**src/rtl/axi_mem_buffer.sv**
```systemverilog
// rtl/axi_mem_buffer.sv - buffered AXI memory port with per-channel FIFOs and outstanding limiters

// Depth-entry register FIFO; ready is a flop so input ready never depends on output ready
module axi_mem_buffer_fifo #(
    parameter int Width = 8,
    parameter int Depth = 2
) (
    input  logic             clk_i,
    input  logic             rst_i,
    input  logic [Width-1:0] in_data_i,
    input  logic             in_valid_i,
    output logic             in_ready_o,
    output logic [Width-1:0] out_data_o,
    output logic             out_valid_o,
    input  logic             out_ready_i
);
    localparam int PtrW = (Depth > 1) ? $clog2(Depth) : 1;
    localparam int CntW = $clog2(Depth + 1);

    logic [Width-1:0] mem_q [Depth];
    logic [Width-1:0] mem_d [Depth];
    logic [PtrW-1:0]  wr_ptr_q, wr_ptr_d;
    logic [PtrW-1:0]  rd_ptr_q, rd_ptr_d;
    logic [CntW-1:0]  count_q, count_d;
    logic             ready_q, ready_d;
    logic             push;
    logic             pop;

    function automatic logic [PtrW-1:0] ptr_inc(input logic [PtrW-1:0] p);
        return (p == PtrW'(Depth - 1)) ? '0 : p + 1'b1;
    endfunction

    assign push        = in_valid_i && ready_q;
    assign pop         = out_valid_o && out_ready_i;
    assign out_valid_o = (count_q != '0);
    assign out_data_o  = mem_q[rd_ptr_q];
    assign in_ready_o  = ready_q;

    // next occupancy, pointers and storage; ready looks at the next occupancy so a full FIFO never falls through
    always_comb begin
        mem_d    = mem_q;
        wr_ptr_d = wr_ptr_q;
        rd_ptr_d = rd_ptr_q;
        count_d  = count_q;
        if (push) begin
            mem_d[wr_ptr_q] = in_data_i;
            wr_ptr_d        = ptr_inc(wr_ptr_q);
        end
        if (pop) begin
            rd_ptr_d = ptr_inc(rd_ptr_q);
        end
        if (push && !pop) begin
            count_d = count_q + 1'b1;
        end else if (!push && pop) begin
            count_d = count_q - 1'b1;
        end
        ready_d = (count_d != CntW'(Depth));
    end

    // control state; ready held low through reset and rises on the first cycle after it
    always_ff @(posedge clk_i) begin
        if (rst_i) begin
            wr_ptr_q <= '0;
            rd_ptr_q <= '0;
            count_q  <= '0;
            ready_q  <= 1'b0;
        end else begin
            wr_ptr_q <= wr_ptr_d;
            rd_ptr_q <= rd_ptr_d;
            count_q  <= count_d;
            ready_q  <= ready_d;
        end
    end

    // payload storage needs no reset; occupancy alone defines which entries are live
    always_ff @(posedge clk_i) begin
        mem_q <= mem_d;
    end
endmodule

module axi_mem_buffer #(
    parameter int IdWidth        = 4,
    parameter int AddrWidth      = 64,
    parameter int DataWidth      = 64,
    parameter int UserWidth      = 4,
    parameter int Depth          = 2,
    parameter int MaxOutstanding = 8,
    localparam int AWW = IdWidth + AddrWidth + 35 + UserWidth,
    localparam int ARW = AWW - 6,
    localparam int WW  = DataWidth + DataWidth / 8 + 1 + UserWidth,
    localparam int BW  = IdWidth + 2 + UserWidth,
    localparam int RW  = IdWidth + DataWidth + 2 + 1 + UserWidth,
    localparam int CW  = $clog2(MaxOutstanding + 1)
) (
    input  logic           clk_i,
    input  logic           rst_i,
    input  logic [AWW-1:0] slv_aw_i,
    input  logic           slv_aw_valid_i,
    output logic           slv_aw_ready_o,
    input  logic [WW-1:0]  slv_w_i,
    input  logic           slv_w_valid_i,
    output logic           slv_w_ready_o,
    input  logic [ARW-1:0] slv_ar_i,
    input  logic           slv_ar_valid_i,
    output logic           slv_ar_ready_o,
    output logic [BW-1:0]  slv_b_o,
    output logic           slv_b_valid_o,
    input  logic           slv_b_ready_i,
    output logic [RW-1:0]  slv_r_o,
    output logic           slv_r_valid_o,
    input  logic           slv_r_ready_i,
    output logic [AWW-1:0] mst_aw_o,
    output logic           mst_aw_valid_o,
    input  logic           mst_aw_ready_i,
    output logic [WW-1:0]  mst_w_o,
    output logic           mst_w_valid_o,
    input  logic           mst_w_ready_i,
    output logic [ARW-1:0] mst_ar_o,
    output logic           mst_ar_valid_o,
    input  logic           mst_ar_ready_i,
    input  logic [BW-1:0]  mst_b_i,
    input  logic           mst_b_valid_i,
    output logic           mst_b_ready_o,
    input  logic [RW-1:0]  mst_r_i,
    input  logic           mst_r_valid_i,
    output logic           mst_r_ready_o,
    output logic [CW-1:0]  wr_outstanding_o,
    output logic [CW-1:0]  rd_outstanding_o,
    output logic           idle_o,
    output logic           err_o
);
    logic [CW-1:0] wr_cnt_q, wr_cnt_d;
    logic [CW-1:0] rd_cnt_q, rd_cnt_d;
    logic          err_q, err_d;
    logic          aw_pending, ar_pending;
    logic          wr_room, rd_room;
    logic          wr_inc, wr_dec, rd_inc, rd_dec;

    assign wr_room = (wr_cnt_q < CW'(MaxOutstanding));
    assign rd_room = (rd_cnt_q < CW'(MaxOutstanding));

    axi_mem_buffer_fifo #(.Width(AWW), .Depth(Depth)) u_aw_fifo (
        .clk_i(clk_i), .rst_i(rst_i),
        .in_data_i(slv_aw_i), .in_valid_i(slv_aw_valid_i), .in_ready_o(slv_aw_ready_o),
        .out_data_o(mst_aw_o), .out_valid_o(aw_pending), .out_ready_i(mst_aw_ready_i && wr_room)
    );

    axi_mem_buffer_fifo #(.Width(WW), .Depth(Depth)) u_w_fifo (
        .clk_i(clk_i), .rst_i(rst_i),
        .in_data_i(slv_w_i), .in_valid_i(slv_w_valid_i), .in_ready_o(slv_w_ready_o),
        .out_data_o(mst_w_o), .out_valid_o(mst_w_valid_o), .out_ready_i(mst_w_ready_i)
    );

    axi_mem_buffer_fifo #(.Width(ARW), .Depth(Depth)) u_ar_fifo (
        .clk_i(clk_i), .rst_i(rst_i),
        .in_data_i(slv_ar_i), .in_valid_i(slv_ar_valid_i), .in_ready_o(slv_ar_ready_o),
        .out_data_o(mst_ar_o), .out_valid_o(ar_pending), .out_ready_i(mst_ar_ready_i && rd_room)
    );

    axi_mem_buffer_fifo #(.Width(BW), .Depth(Depth)) u_b_fifo (
        .clk_i(clk_i), .rst_i(rst_i),
        .in_data_i(mst_b_i), .in_valid_i(mst_b_valid_i), .in_ready_o(mst_b_ready_o),
        .out_data_o(slv_b_o), .out_valid_o(slv_b_valid_o), .out_ready_i(slv_b_ready_i)
    );

    axi_mem_buffer_fifo #(.Width(RW), .Depth(Depth)) u_r_fifo (
        .clk_i(clk_i), .rst_i(rst_i),
        .in_data_i(mst_r_i), .in_valid_i(mst_r_valid_i), .in_ready_o(mst_r_ready_o),
        .out_data_o(slv_r_o), .out_valid_o(slv_r_valid_o), .out_ready_i(slv_r_ready_i)
    );

    // only the channel's own handshake can fill the counter, so a raised valid is never withdrawn
    assign mst_aw_valid_o = aw_pending && wr_room;
    assign mst_ar_valid_o = ar_pending && rd_room;

    assign wr_inc = mst_aw_valid_o && mst_aw_ready_i;
    assign wr_dec = slv_b_valid_o && slv_b_ready_i;
    assign rd_inc = mst_ar_valid_o && mst_ar_ready_i;
    assign rd_dec = slv_r_valid_o && slv_r_ready_i && slv_r_o[UserWidth];

    // outstanding counters; a completion with nothing in flight keeps the count at 0 and flags an error
    always_comb begin
        wr_cnt_d = wr_cnt_q;
        rd_cnt_d = rd_cnt_q;
        err_d    = err_q;
        if (wr_dec && (wr_cnt_q == '0)) begin
            err_d = 1'b1;
        end
        if (rd_dec && (rd_cnt_q == '0)) begin
            err_d = 1'b1;
        end
        if (wr_inc && !wr_dec) begin
            wr_cnt_d = wr_cnt_q + 1'b1;
        end else if (!wr_inc && wr_dec && (wr_cnt_q != '0)) begin
            wr_cnt_d = wr_cnt_q - 1'b1;
        end
        if (rd_inc && !rd_dec) begin
            rd_cnt_d = rd_cnt_q + 1'b1;
        end else if (!rd_inc && rd_dec && (rd_cnt_q != '0)) begin
            rd_cnt_d = rd_cnt_q - 1'b1;
        end
    end

    // counter and sticky error state
    always_ff @(posedge clk_i) begin
        if (rst_i) begin
            wr_cnt_q <= '0;
            rd_cnt_q <= '0;
            err_q    <= 1'b0;
        end else begin
            wr_cnt_q <= wr_cnt_d;
            rd_cnt_q <= rd_cnt_d;
            err_q    <= err_d;
        end
    end

    assign wr_outstanding_o = wr_cnt_q;
    assign rd_outstanding_o = rd_cnt_q;
    assign err_o            = err_q;
    assign idle_o           = !aw_pending && !mst_w_valid_o && !ar_pending && !slv_b_valid_o &&
                              !slv_r_valid_o && (wr_cnt_q == '0) && (rd_cnt_q == '0);
endmodule

```
**config.mk**
```make
export PLATFORM = sky130hd
export DESIGN_NAME = axi_mem_buffer
export DESIGN_NICKNAME = d
export VERILOG_FILES = /design/src/rtl/axi_mem_buffer.sv
export SDC_FILE = /design/constraint.sdc
export NUM_CORES = 1
export LEC_CHECK = 0
export CAP_MARGIN = 20
export CORE_AREA = 3 3 298 300
export CTS_BUF_LIST = sky130_fd_sc_hd__clkbuf_8 sky130_fd_sc_hd__clkbuf_16
export DETAILED_ROUTE_END_ITERATION = 7
export DIE_AREA = 0 0 301 303
export PLACE_DENSITY = 0.6
export SYNTH_ARGS = -nofsm -noshare
export SYNTH_HDL_FRONTEND = slang
export SYNTH_SLANG_ARGS = --single-unit
```
**constraint.sdc**
```tcl
create_clock -name clk_i -period 16 [get_ports clk_i]
set_input_delay 3.2 -clock clk_i [delete_from_list [all_inputs] [get_ports clk_i]]
set_output_delay 3.2 -clock clk_i [all_outputs]
set_load 0.01 [all_outputs]
```
==> summary by stage, run 1 <==
Status
The flow ran to the end, and the final reports show no timing, DRC or antenna violations.

Final layout
Leaving out fill and tap cells, the most frequent cells in the layout are clkdlybuf4s50_1, edfxtp_1, mux2_2, clkbuf_16, inv_1. The area of the multi-input gates is about 5400 um^2. Leaving out fill and tap cells, the most frequent cell in the layout is clkdlybuf4s50_1.

The area of all sequential standard cells is approximately 23000 um^2. At the end of the flow, the number of nets in the layout was 2592. The fraction of layout instances using a drive strength above 1 is 0.2314. The filler cells instantiated in the layout total 7446. From synthesis to final layout, the design area changed by 41.92%.

STA
The maximum operating frequency is 0.1557 GHz. The final cycle utilization of the critical path is 0.4014. The count of pins over their slew limit was 0. The clock period could shrink to between 6 and 7 ns. The relative max-transition margin is 0.2399. Setup repair after global routing left no endpoint under its margin. The final setup skew is between 0.015 and 0.02 ns. In the final timing run, aggregate negative setup slack is 0 ns.

The number of endpoints failing setup at the final stage is 0. The number of hold violations in the final report came to 0. The slew at the pin with the worst max-slew slack is about 1.1 ns.

Drt
The detailed-route wire length is approximately 72000 um. The detail-routed via count per cell is ~4.5. The number of DRC markers after the initial detailed-route iteration is 734. Dividing the detail-routed wire length by the instance count gives around 21 um. The routed via count is 15.43k.

In this run the remaining antenna-violating nets after routing total 0. The total DRC errors in the routed layout is 0. The first detailed-routing pass ran for 4 iterations.

Synthesis
The portion of synthesized area spent on multiplexers is 0.1489. The total number of yosys warnings is 0. A synthesized cell averages just over 20 um^2. Of the total synthesized cell area, the portion taken by full adders, half adders and majority gates is 0.005358.

The number of flops mapped to enable cells by yosys is 740. Of the total synthesized cell area, the portion taken by XOR and XNOR cells is 0.006763. The gate count after technology mapping is around 1.4k. The dominant combinational cell family by area after synthesis is multiplexers. The flip-flop cell with the highest count after synthesis is edfxtp_1. For this run, asynchronously set or reset flops after synthesis account for 0. Of the total synthesized cell area, the portion taken by AND, OR, NAND and NOR gates is 0.01673. The area fraction in compound gates after synthesis is 0.008520. The synthesized cell area is approximately 28000 um^2.

The netlist uses 42 different library cells. The count of state elements after synthesis is approximately 770. The net count after synthesis is ~1.8k. The proportion of synthesized chip area in sequential cells is 0.8039.

Placement
The estimated wirelength of the detail-placed design is about 50000 um. Buffers placed on the I/O ports in this run total around 770. The final weighted congestion in routability-driven placement is 0.8030.

GRT
The first-pass GRT wire length is between 100000 and 150000 um. The maximum number of pins on one net before global-route repair is 81. The global-route usage over all layers is 0.1508. The number of global-route vias before repair is 16.67k. The initial antenna violation count is 14.

Summed over all layers, the global routing overflow is 0.

Setup path
Data arrives at the worst endpoint at roughly 3.2 ns. The data required time of the worst path is 12.80 ns. The element type at the critical path end is an output pin. The worst setup path is launched from a register. For this run, the slowest stage of the critical path takes roughly 0.85 ns. Traced cell by cell, the critical path runs through buf_4 > mux2_2 > clkdlybuf4s50_1. Counting cells, the worst reg-to-reg path comes to 8. For this design, the slowest cell found on the critical path is buf_4. The critical path is of the reg -> out type. The maximum fanout along the worst path is 69.

Run
The number of max-capacitance violations reported is 0.

Floorplanning
The area of the placeable core is 86480 um^2. The total number of placement rows is between 100 and 150. For this design the top-level I/O count stands at between 700 and 800.

The die covers approximately 91000 um^2. The die is 303 um tall. The die extent in x is roughly 300 um. The starting utilization of the core area is 0.3294.

CTS
The H-tree generated during clock tree synthesis spans 3 levels. TritonCTS built the clock tree. The number of buffers inserted to repair setup after CTS is 0.

The count of cells resized by post-cts repair is 0. The clock transition at the register clock pins on the worst setup and hold paths after CTS is roughly 0.060 ns. The maximum number of buffers from clock root to sink is 3. The TritonCTS buffer count is between 80 and 90. The clock insertion delay at the later pin of the skew report is 0.63 ns. The number of clock sinks is between 700 and 800. Buffers inserted to repair hold after CTS numbered 0.

Clock tree synthesis selected as its root buffer the cell clkbuf_16.

Hold path
The worst hold path belongs to the class reg -> reg. The worst hold path was traced through 2 stages.

Pwr
IR analysis of the VDD net gives a maximum drop of 0.0001131 V. The completed layout was analyzed and its total power is 6.204 mW. Power spread over the standard cell area amounts to between 150 and 200 nW/um^2. The analysis attributes to cell leakage a power of ~13 nW.
metrics by stage:
stage	std cells	worst slack, ns	util	hold slack [ns]	area, um^2
floorplan	1375	7.610	-	0.4591	28490
global placement	3265	9.915	0.4346	0.4668	37580
detailed placement	3265	9.861	0.4346	0.4879	37580
CTS	3423	9.454	0.4670	0.4955	40390
global route	3433	9.409	0.4675	0.5119	40430
finish	3434	9.578	0.4675	0.4907	40430
registers in the layout, summed over array words and instances (netlist names), 2 cells and up:
signal and count:
rd_outstanding_o 4, u_ar_fifo.count_q 2, u_ar_fifo.mem_q 202, u_aw_fifo.count_q 2
u_aw_fifo.mem_q 214, u_b_fifo.count_q 2, u_b_fifo.mem_q 20, u_r_fifo.count_q 2
u_r_fifo.mem_q 150, u_w_fifo.count_q 2, u_w_fifo.mem_q 154, wr_outstanding_o 4
layer usage:
| metal | up-vias | GRT usage | wire length (um) |
|---|---|---|---|
| met3 | 122 | 0.06068 | 6716 |
| li1 | 7067 | - | - |
| met1 | 7683 | 0.1585 | 25460 |
| met2 | 555 | 0.2676 | 37790 |
| met4 | 6 | 0.06283 | 2089 |
| met5 | - | 0 | 45 |
path summary, 6_finish.rpt:
path / slack [ns] / endpoint / startpoint
hold / removal: 0.49 / u_r_fifo.count_q[1]$_SDFF_PP0_ / u_r_fifo.count_q[1]$_SDFF_PP0_
setup / recovery: 9.58 / mst_aw_o[74] / u_aw_fifo.rd_ptr_q$_SDFFE_PP0P_
hold reg to reg: 0.49 / u_r_fifo.count_q[1]$_SDFF_PP0_ / u_r_fifo.count_q[1]$_SDFF_PP0_
setup reg to reg: 13.14 / rd_outstanding_o[3]$_SDFFE_PP0P_ / u_r_fifo.rd_ptr_q$_SDFFE_PP0P_
worst max-delay path: cells and delay by family, from the launching register on:
family | cells | cell delay, ns
mux | 1 | 0.42
buf+inv | 2 | 1.38
flops | 1 | 0.74
area by class of cell:
class                   count  area share
multi-input cells         536      0.1323
clock buffers              88     0.05446
flip-flops and latches    774      0.5668
clock inverters            70     0.01488
inverters                  17    0.001578
well taps                1155     0.03574
diodes                     10   0.0006189
repair buffers            784      0.1936
synth_stat cells, types with 8 or more instances:
master    count  area (um^2)
xnor2_1      16        140.1
mux2_2      369         4155
nor2_1       25        93.84
buf_2        29        145.1
nand2_1      14        52.55
inv_1        17        63.81
edfxtp_1    740        22220
clkbuf_1     16        60.06
nor3_1        8        40.04
a21oi_1      14        70.07
o21ai_0      14        70.07
ha_1          9        112.6
dfxtp_1      34        680.7
power breakdown:
part	internal [mW]	switching (mW)	leakage [nW]
Clock	1.16	0.777	1.43
Sequential	2.45	0.137	7.06
Combinational	0.944	0.738	4.91
Total	4.55	1.65	13.4
cell families after synthesis:
logic type / Yosys count
buffers and inverters: 65
multiplexers: 375
adder cells (fa/ha/maj): 11
AND/OR/NAND/NOR: 87
XOR/XNOR: 22
flip-flops: 774
AO/OA/AOI/OAI: 41
(Power assumes the default switching activity.)
==> run 2: changes to the inputs <==
--- a/config.mk
+++ b/config.mk
@@ -6,11 +6,11 @@
 export NUM_CORES = 1
 export LEC_CHECK = 0
 export CAP_MARGIN = 20
-export CORE_AREA = 3 3 298 300
+export CORE_AREA = 3 3 295 297
 export CTS_BUF_LIST = sky130_fd_sc_hd__clkbuf_8 sky130_fd_sc_hd__clkbuf_16
 export DETAILED_ROUTE_END_ITERATION = 7
-export DIE_AREA = 0 0 301 303
-export PLACE_DENSITY = 0.6
+export DIE_AREA = 0 0 298 300
+export PLACE_DENSITY = 0.61
 export SYNTH_ARGS = -nofsm -noshare
 export SYNTH_HDL_FRONTEND = slang
 export SYNTH_SLANG_ARGS = --single-unit
==> constraint.sdc (replaced) <==
create_clock -name clk_i -period 6.3 [get_ports clk_i]
set_input_delay 1.26 -clock clk_i [delete_from_list [all_inputs] [get_ports clk_i]]
set_output_delay 1.26 -clock clk_i [all_outputs]
set_load 0.01 [all_outputs]
==> run 2 against run 1 <==
Compared with the run above: combinational power grew to 2.6 times the previous value; count of clock-buffer cells in the layout down 4; non-clock buffer count increased by 3; first-iteration DRC count is 11% higher; sequential share of layout area hardly changed; worst hold slack gained 0.032 ns; critical path type unchanged; critical path depth unchanged; core utilization increased by 0.88 points.
==> summary by stage, run 2 (synthesis results as in run 1) <==
GRT
The global-route usage over all layers is 0.1610 (was 0.1508). The maximum number of pins on one net before global-route repair is 108 (was 81). The number of global-route vias before repair came to 16.71k (was 16.67k). The initial antenna violation count came to 18 (was 14). The overall overflow remaining after global route came to 0 (unchanged). The first-pass GRT wire length is 107400 um (was 102800 um).

Drt
The number of DRC markers after the initial detailed-route iteration came to 812 (was 734). The detailed-route wire length is 74770 um (was 72100 um). The detail-routed via count per cell was 4.510 (was 4.494). The wire length per cell after detailed routing is 21.80 um (was 21.00 um). The total DRC errors in the routed layout is 0 (unchanged).

The first-pass iteration count of the detailed router came to 5 (was 4). The residual antenna-violating net count after detailed routing came to 0 (unchanged). The routed via count was 15.47k (was 15.43k).

Final layout
The core utilization of the finished layout is 0.4763 (was 0.4675). The register ranked first by flip-flop count is u_aw_fifo.mem_q (unchanged). Biggest registers after layout: u_aw_fifo.mem_q (214), u_ar_fifo.mem_q (202), u_w_fifo.mem_q (154) (unchanged). The flip-flop count of the largest register after layout is 214 (unchanged).

Commonest non-fill, non-tap cells in the layout: clkdlybuf4s50_1, edfxtp_1, mux2_2, clkbuf_16, inv_1 (unchanged). The synthesis-to-finish area growth was 41.90% (was 41.92%). The most common cell after layout, fill and taps aside is clkdlybuf4s50_1 (unchanged). The net total in the final layout is 2593 (was 2592).

The fraction of layout instances using a drive strength above 1 is 0.2325 (was 0.2314).

STA
The time the worst path needs with I/O delays and setup is around 4.4 ns. The tightest hold margin was 0.5230 ns (was 0.4907 ns). The final setup skew is 0.01098 ns (was 0.01969 ns).

The slew at the pin with the worst max-slew slack is 1.108 ns (was 1.140 ns). The number of hold violations in the final report is 0 (unchanged). The number of endpoints failing setup at the final stage is 0 (unchanged). The count of pins over their slew limit is 0 (unchanged). In the finished design, the share of the clock period the worst path needs comes to 0.6930. The relative max-transition margin is 0.2612 (was 0.2399). RSZ-0062 raised after global routing: no (unchanged). For this run, the top clock speed supported by timing is ~0.23 GHz. The final total negative setup slack was 0 ns (unchanged).

Setup path
The worst reg-to-reg setup slack is 3.39 ns (was 13.14 ns). The maximum fanout along the worst path was 61 (was 69). The path depth of the worst reg2reg path is 8 (unchanged).

The data required time of the worst path is 5.04 ns (was 12.80 ns). The category of the worst setup path launch point is a register (unchanged). The element type at the critical path end is an output pin (unchanged). The capture instance of the worst register-to-register path is rd_outstanding_o[3]$_SDFFE_PP0P_ (unchanged).

The category of the most critical setup path is reg -> out (unchanged). The arrival time at the worst endpoint is 3.11 ns (was 3.22 ns). The beginning of the worst register-to-register path is u_r_fifo.rd_ptr_q$_SDFFE_PP0P_ (unchanged).

CTS
The TritonCTS clock tree is done (unchanged). The maximum number of buffers from clock root to sink is 3 (unchanged). The root buffer cell was clkbuf_16 (unchanged). The number of buffers inserted to repair setup after CTS is 0 (unchanged). The number of buffers inserted by hold repair at cts is 0 (unchanged). The clock transition at the register clock pins on the worst setup and hold paths after CTS was 0.06 ns (about the same). The count of cells resized by post-cts repair came to 0 (unchanged). The number of clock sinks is 774 (unchanged).

The number of H-tree levels is 3 (unchanged). The clock insertion delay at the later pin of the skew report is 0.62 ns (was 0.63 ns). The TritonCTS buffer count is 84 (was 86).

Floorplanning
The die area is 89400 um^2 (was 91200 um^2). The I/O pin total is 772 (unchanged). The die extent in x came to 298 um (was 301 um). The overall die height is 300 um (was 303 um). The starting utilization of the core area is 0.3357 (was 0.3294). The total number of placement rows is 107 (was 108).

The area of the placeable core is 84880 um^2 (was 86480 um^2).

Hold path
The type of the tightest min-delay check is reg -> reg (unchanged). The endpoint of the worst hold path is u_r_fifo.count_q[1]$_SDFF_PP0_ (unchanged). The hold-critical path depth came to 2 (unchanged). The startpoint of the worst hold path is u_r_fifo.count_q[1]$_SDFF_PP0_ (unchanged).

Pwr
The standby leakage power came to 13.40 nW (unchanged). The ratio of total power to cell area was 386.9 nW/um^2 (was 153.4 nW/um^2). The largest voltage drop on the vdd net is 0.0002926 V (was 0.0001131 V).

Status
Status: finished, final reports clean (unchanged).

Placement
The estimated wirelength of the detail-placed design is 53160 um (was 50120 um). The final weighted congestion in routability-driven placement was 0.8289 (was 0.8030). The number of input and output port buffers inserted is 771 (unchanged).

Run
The number of max-capacitance violations reported is 0 (unchanged).
run 2: worst max-delay path by stage:
stage	startpoint	end	slack, ns	cells past startpoint
finish	u_ar_fifo.rd_ptr_q$_SDFFE_PP0P_	mst_ar_o[5]	1.93	3
CTS	u_ar_fifo.rd_ptr_q$_SDFFE_PP0P_	mst_ar_o[5]	1.86	3
global placement	mst_ar_ready_i	rd_outstanding_o[3]$_SDFFE_PP0P_	2.40	8
global route	u_ar_fifo.rd_ptr_q$_SDFFE_PP0P_	mst_ar_o[5]	1.78	3
floorplan	slv_ar_valid_i	u_ar_fifo.mem_q[101]$_DFFE_PP_	0.08	2
detailed placement	mst_ar_ready_i	rd_outstanding_o[3]$_SDFFE_PP0P_	2.40	8
run 2: area by class of cell:
class | instances | area, um^2
diodes | 15 | 37.54
clock buffers | 84 | 2102
clock inverters | 73 | 590.6
fillers | 7220 | 44450
inverters | 17 | 63.81
multi-input cells | 536 | 5354
flip-flops and latches | 774 | 22920
well taps | 1144 | 1431
repair buffers | 787 | 7930
run 2: worst max-delay path, stage by stage, from the launching register on:
cell             delay (ns)
dfxtp_4                0.87
buf_4                  0.58
mux2_2                 0.41
clkdlybuf4s50_1        0.49
run 2: through the flow:
stage,worst slack (ns),total power [mW],area (um^2),cells
2_1_floorplan,0.08184,8.695,28490,1375
3_3_place_gp,2.400,10.98,37590,3254
3_5_place_dp,2.402,11.06,37610,3255
4_1_cts,1.859,15.88,40310,3412
5_1_grt,1.778,16.35,40420,3427
6_report,1.934,15.64,40430,3430
run 2: per-layer routing:
| layer | global-route usage | vias up | wire length, um |
|---|---|---|---|
| met5 | 0 | - | 26 |
| met4 | 0.06310 | 4 | 2231 |
| met2 | 0.2876 | 561 | 39260 |
| met1 | 0.1726 | 7682 | 27020 |
| met3 | 0.06008 | 119 | 6232 |
| li1 | - | 7104 | - |
run 2: power by group:
group	internal (mW)	total, mW	switching (mW)
logic	2.42	4.32	1.89
registers	6.22	6.60	0.386
clock network	2.74	4.72	1.99
==> run 3: changes to the inputs <==
--- a/config.mk
+++ b/config.mk
@@ -6,11 +6,11 @@
 export NUM_CORES = 1
 export LEC_CHECK = 0
 export CAP_MARGIN = 20
-export CORE_AREA = 3 3 295 297
+export CORE_AREA = 3 3 299 301
 export CTS_BUF_LIST = sky130_fd_sc_hd__clkbuf_8 sky130_fd_sc_hd__clkbuf_16
 export DETAILED_ROUTE_END_ITERATION = 7
-export DIE_AREA = 0 0 298 300
-export PLACE_DENSITY = 0.61
+export DIE_AREA = 0 0 302 304
+export PLACE_DENSITY = 0.62
 export SYNTH_ARGS = -nofsm -noshare
 export SYNTH_HDL_FRONTEND = slang
 export SYNTH_SLANG_ARGS = --single-unit
==> constraint.sdc (replaced) <==
create_clock -name clk_i -period 3.8 [get_ports clk_i]
set_input_delay 0.76 -clock clk_i [delete_from_list [all_inputs] [get_ports clk_i]]
set_output_delay 0.76 -clock clk_i [all_outputs]
set_load 0.01 [all_outputs]
==> run 3 against run 2 <==
Compared with the run above: power up 68%; register-to-register slack got worse by 2.3 ns; sequential power up 64%; global-route usage decreased by 0.69 points; clock skew up 0.016 ns.
==> summary by stage, run 3 (synthesis results as in run 1) <==
Status
Status: finished, final reports clean (unchanged).

Final layout
The fraction of layout instances using a drive strength above 1 is 0.2362 (was 0.2325). Commonest non-fill, non-tap cells in the layout: clkdlybuf4s50_1, edfxtp_1, mux2_2, clkbuf_16, inv_1 (unchanged). Biggest registers after layout: u_aw_fifo.mem_q (214), u_ar_fifo.mem_q (202), u_w_fifo.mem_q (154) (unchanged). The most common cell after layout, fill and taps aside is clkdlybuf4s50_1 (unchanged).

The register ranked first by flip-flop count is u_aw_fifo.mem_q (unchanged). The synthesis-to-finish area growth is 42.94% (was 41.90%). The area of all placed cells without fillers is 40720 um^2 (was 40430 um^2).

The flip-flop count of the largest register after layout is 214 (unchanged). The number of filler cells placed in the layout came to 7336 (was 7220). The net total in the final layout is 2609 (was 2593).

The core utilization of the finished layout came to 0.4687 (was 0.4763).

Floorplanning
The die area is 91810 um^2 (was 89400 um^2). The die extent in x came to 302 um (was 298 um). The total number of placement rows is 108 (was 107). The I/O pin total is 772 (unchanged). The area of the placeable core is 86890 um^2 (was 84880 um^2). The starting utilization of the core area was 0.3279 (was 0.3357). The overall die height came to 304 um (was 300 um).

Run
The number of max-capacitance violations reported is 0 (unchanged).

Setup path
The capture instance of the worst register-to-register path is wr_outstanding_o[3]$_SDFFE_PP0P_ (was rd_outstanding_o[3]$_SDFFE_PP0P_). The data required time of the worst path is 3.04 ns (was 5.04 ns). The category of the worst setup path launch point is a register (unchanged). The largest delay contributor family on the critical path was buffers and inverters (unchanged). The cell with the biggest individual delay on the critical path is dfxtp_4 (unchanged).

The arrival time at the worst endpoint is 2.66 ns (was 3.11 ns). The maximum fanout along the worst path came to 47 (was 61). Crit-path cells: buf_12 > mux2_2 > clkdlybuf4s50_1 (was buf_4 > mux2_2 > clkdlybuf4s50_1). The delay contributed by the slowest stage of the critical path came to 0.74 ns (was 0.87 ns). The element type at the critical path end was an output pin (unchanged). The category of the most critical setup path is reg -> out (unchanged).

The number of buffers and inverters on the critical path is 2 (unchanged). The path depth of the worst reg2reg path came to 10 (was 8). The worst reg-to-reg setup slack is 1.10 ns (was 3.39 ns).

The beginning of the worst register-to-register path is u_aw_fifo.count_q[0]$_SDFF_PP0_ (was u_r_fifo.rd_ptr_q$_SDFFE_PP0P_).

STA
The smallest clock period supported by the final layout is computed as roughly 3.4 ns. The count of pins over their slew limit is 0 (unchanged). The final worst-path setup slack is 0.3837 ns (was 1.934 ns). Of the available clock period, the critical path in the final layout requires 0.8990. The slew at the pin with the worst max-slew slack is 0.8233 ns (was 1.108 ns). RSZ-0062 raised after global routing: no (unchanged).

The final setup skew is 0.02740 ns (was 0.01098 ns). The number of hold violations in the final report is 0 (unchanged). The number of endpoints failing setup at the final stage is 0 (unchanged).

Based on the critical path, the design can be clocked at up to 0.2927 GHz. The relative max-transition margin is 0.4511 (was 0.2612). The final total negative setup slack is 0 ns (unchanged).

CTS
The root buffer cell is clkbuf_16 (unchanged). The clock insertion delay at the later pin of the skew report is 0.63 ns (was 0.62 ns). The count of cells resized by post-cts repair is 0 (unchanged). The TritonCTS buffer count is 84 (unchanged). The number of buffers inserted by hold repair at cts was 0 (unchanged). The clock transition at the register clock pins on the worst setup and hold paths after CTS was 0.06 ns (about the same). The number of clock sinks is 774 (unchanged). The number of buffers inserted to repair setup after CTS is 0 (unchanged).

The maximum number of buffers from clock root to sink came to 3 (unchanged). The number of H-tree levels is 3 (unchanged). The TritonCTS clock tree was done (unchanged).

GRT
The fraction of met2 tracks used by global routing is 0.2850 (was 0.2876). The initial antenna violation count was 15 (was 18). The overall overflow remaining after global route is 0 (unchanged). The first-pass GRT wire length was 106100 um (was 107400 um).

The met1 track demand over resource is 0.1547 (was 0.1726). The routing usage on met3 was 0.05607 (was 0.06008). The maximum number of pins on one net before global-route repair is 76 (was 108).

The layer with the highest usage is met2 (unchanged). The global-route usage over all layers came to 0.1541 (was 0.1610). The number of global-route vias before repair is 16.81k (was 16.71k).

Drt
The first-pass iteration count of the detailed router is 4 (was 5). The total DRC errors in the routed layout came to 0 (unchanged). The detail-routed via count per cell is 4.496 (was 4.510). The wire length per cell after detailed routing came to 21.23 um (was 21.80 um). The detailed-route wire length is 73190 um (was 74770 um). The routed via count was 15.50k (was 15.47k). The residual antenna-violating net count after detailed routing came to 0 (unchanged). The number of DRC markers after the initial detailed-route iteration is 810 (was 812).

Pwr
The standby leakage power was 13.54 nW (was 13.40 nW). The ratio of total power to cell area came to 644.4 nW/um^2 (was 386.9 nW/um^2). The clock network fraction of design power is 0.307 (was 0.302). The combinational group share of total power is 0.280 (was 0.276). The largest voltage drop on the vdd net is 0.0003779 V (was 0.0002926 V). The internal power consumption came to 19.13 mW (was 11.38 mW). The total power consumption of the routed design was 26.24 mW (was 15.64 mW). The switching power is 7.109 mW (was 4.267 mW). The switching part of the total is 0.2709 (was 0.2728). The sequential power share came to 0.413 (was 0.422).

Hold path
The endpoint of the worst hold path was u_r_fifo.count_q[1]$_SDFF_PP0_ (unchanged). The startpoint of the worst hold path is u_r_fifo.count_q[1]$_SDFF_PP0_ (unchanged). The hold-critical path depth is 2 (unchanged). The type of the tightest min-delay check was reg -> reg (unchanged).

Placement
The number of input and output port buffers inserted is 771 (unchanged). The worst setup timing slack at the placement stage is 0.6586 ns (was 2.402 ns). The instance area after placement was 37920 um^2 (was 37610 um^2).

The final weighted congestion in routability-driven placement is 0.8150 (was 0.8289). The estimated wirelength of the detail-placed design is 52440 um (was 53160 um).
[run 3: worst max path at each step]
stage,cells after the start,from,slack (ns),to
floorplan,1,slv_aw_valid_i,0.03,u_aw_fifo.mem_q[0]$_DFFE_PP_
global placement,9,mst_aw_ready_i,0.69,wr_outstanding_o[3]$_SDFFE_PP0P_
detailed placement,9,mst_aw_ready_i,0.66,wr_outstanding_o[3]$_SDFFE_PP0P_
CTS,3,u_ar_fifo.rd_ptr_q$_SDFFE_PP0P_,0.29,mst_ar_o[45]
global route,4,rd_outstanding_o[3]$_SDFFE_PP0P_,0.1,idle_o
finish,3,u_ar_fifo.rd_ptr_q$_SDFFE_PP0P_,0.38,mst_ar_o[76]
[run 3: area by class of cell]
type | count | area (um^2) | area share
tap | 1155 | 1445 | 0.03549
clock buffer | 87 | 2143 | 0.05263
sequential | 774 | 22920 | 0.5627
inverter | 17 | 63.81 | 0.001567
antenna | 11 | 27.53 | 0.0006759
clock inverter | 65 | 636.9 | 0.01564
timing repair buffer | 803 | 8140 | 0.1999
multi-input combinational | 536 | 5350 | 0.1314
[run 3: power by group through the flow]
| stage | Clock, mW | Combinational [mW] | Sequential (mW) |
|---|---|---|---|
| 6_report | 8.06 | 7.34 | 10.8 |
| 5_1_grt | 8.67 | 7.81 | 10.9 |
| 4_1_cts | 8.33 | 7.47 | 10.9 |
| 3_5_place_dp | 0 | 7.41 | 11.0 |
| 3_3_place_gp | 0 | 7.33 | 11.0 |
| 2_1_floorplan | 0 | 3.65 | 10.7 |
[run 3: metal layers]
layer  vias up  wire (um)
li1       7111          -
met1      7680      25210
met5         -         57
met2       547      38830
met4         8       2737
met3       156       6351
[run 3: through the flow]
stage                     cells  hold slack [ns]
after floorplan            1375           0.4591
after global placement     3285           0.4676
after detailed placement   3285           0.4941
after CTS                  3437           0.5016
after global routing       3444           0.5430
final                      3448           0.4964
[run 3: tightest hold or removal path: stages (launching register included)]
cell and delay, ns:
dfxtp_1 0.32, nand2_1 0.06, a221oi_1 0.06
==> edit, RTL diff (flow settings as in run 3) <==
Put one more register stage on the output `err_o`, cleared by the reset. The value now appears one clock later. The other outputs are not delayed to match.
--- a/src/rtl/axi_mem_buffer.sv
+++ b/src/rtl/axi_mem_buffer.sv
@@ -217,5 +217,11 @@
     assign wr_outstanding_o = wr_cnt_q;
     assign rd_outstanding_o = rd_cnt_q;
-    assign err_o            = err_q;
+    always_ff @(posedge clk_i) begin
+        if (rst_i) begin
+            err_o <= '0;
+        end else begin
+            err_o <= err_q;
+        end
+    end
     assign idle_o           = !aw_pending && !mst_w_valid_o && !ar_pending && !slv_b_valid_o &&
                               !slv_r_valid_o && (wr_cnt_q == '0) && (rd_cnt_q == '0);
Check against the original RTL: not settled (the Yosys comparison gave no result); the edit may change what the design does.
==> edit against run 3 <==
- sequential cell count grew 1
- synthesized cell count increased by 0.44%
- final cell count barely moved
- core utilization fell by 0.11 points
- sequential power about the same
- synthesized area barely moved
- power grew 0.35%
- combinational power rose by 3.3%
- setup slack improved by 0.11 ns
- global-route usage shrank 0.089 points
- wire length shrank 0.63%
- cell area shrank 0.23%
- critical path type unchanged
- critical endpoint is now mst_aw_o[95]
==> edit: results (changes against run 3) <==
metric,value,unit,change
top post-synthesis cells by count,"edfxtp_1, mux2_2, dfxtp_1",,unchanged
detailed router's first-iteration violation count,869,,was 810
fin crit share,87.0,%,was 89.9%
vias in the first global route,16900,,"was 16,800"
post-DP HPWL,52.1,mm,was 52.4 mm
"Distinct cells, synth",39,,was 42
Clk. pwr,7950,uW,was 8060 uW
hold slack final,0.470,ns,was 0.496 ns
net count of the finished layout,2612,,"was 2,609"
grt met2 use,28.5,%,about the same
fraction of final layout cells sized beyond drive strength 1,22.7,%,was 23.6%
leakage power figure,0.0135,uW,about the same
Gate Count Post-Synth,1381,,"was 1,375"
nets in the synthesized netlist,1774,,"was 1,768"
hold-critical path endpoint,err_o,,was u_r_fifo.count_q[1]
total via count after detailed routing,15600,,"was 15,500"
wire length of the first global-routing pass,106,mm,about the same
largest vdd supply drop,0.464,mV,was 0.378 mV
combinational power share,28.8,%,was 28.0%
weighted congestion reported at the end of routability-driven placement,0.822,,was 0.815
worst hold path cell count,1,,was 2
length of routed wiring on met1,26.0,mm,was 25.2 mm
maximum number of pins on one net before global-route repair,72,,was 76
peak fanout along the critical path,56,,was 47
Avg WL per Cell,21.1,microns,was 21.2 microns
status,"complete, no violations",,unchanged
r2r endpoint,rd_outstanding_o[3],,was wr_outstanding_o[3]
pin slew with the least headroom to its limit,0.953,ns,was 0.823 ns
leading cell types by total area after synthesis,"edfxtp_1, mux2_2, dfxtp_1",,unchanged
-- edit: cell count changes after synthesis, moves of 3 or more --
cell / before / now
o21ai_0: 14 / 17
buf_1: 3 / 7
mux2_1: 0 / 14
mux2_2: 369 / 357
clkbuf_1: 16 / 12
mux2_4: 3 / 0
-- edit: area by class of cell --
type                    count  area (sq um)  share of cell area, %
diodes                     10          25.0                 0.0616
well taps                1155          1450                   3.56
repair buffers            800          8100                   19.9
multi-input cells         538          5320                   13.1
flip-flops and latches    775         22900                   56.4
clock inverters            59           509                   1.25
clock buffers              90          2220                   5.46
inverters                  20          75.1                  0.185
-- edit: kinds of logic after synthesis --
kind of cell,count (synthesis),share of synthesized area [%]
simple gates,88,1.67
compound gates,44,0.905
mux,373,14.7
xor+xnor,22,0.676
buf+inv,68,1.02
flops,775,80.5
fa+ha+maj,11,0.536
-- edit: critical path, cell delays in order, from the launching register on --
cell	delay, ns
dfxtp_4	0.59
buf_12	0.33
mux2_2	0.39
clkdlybuf4s50_1	0.55
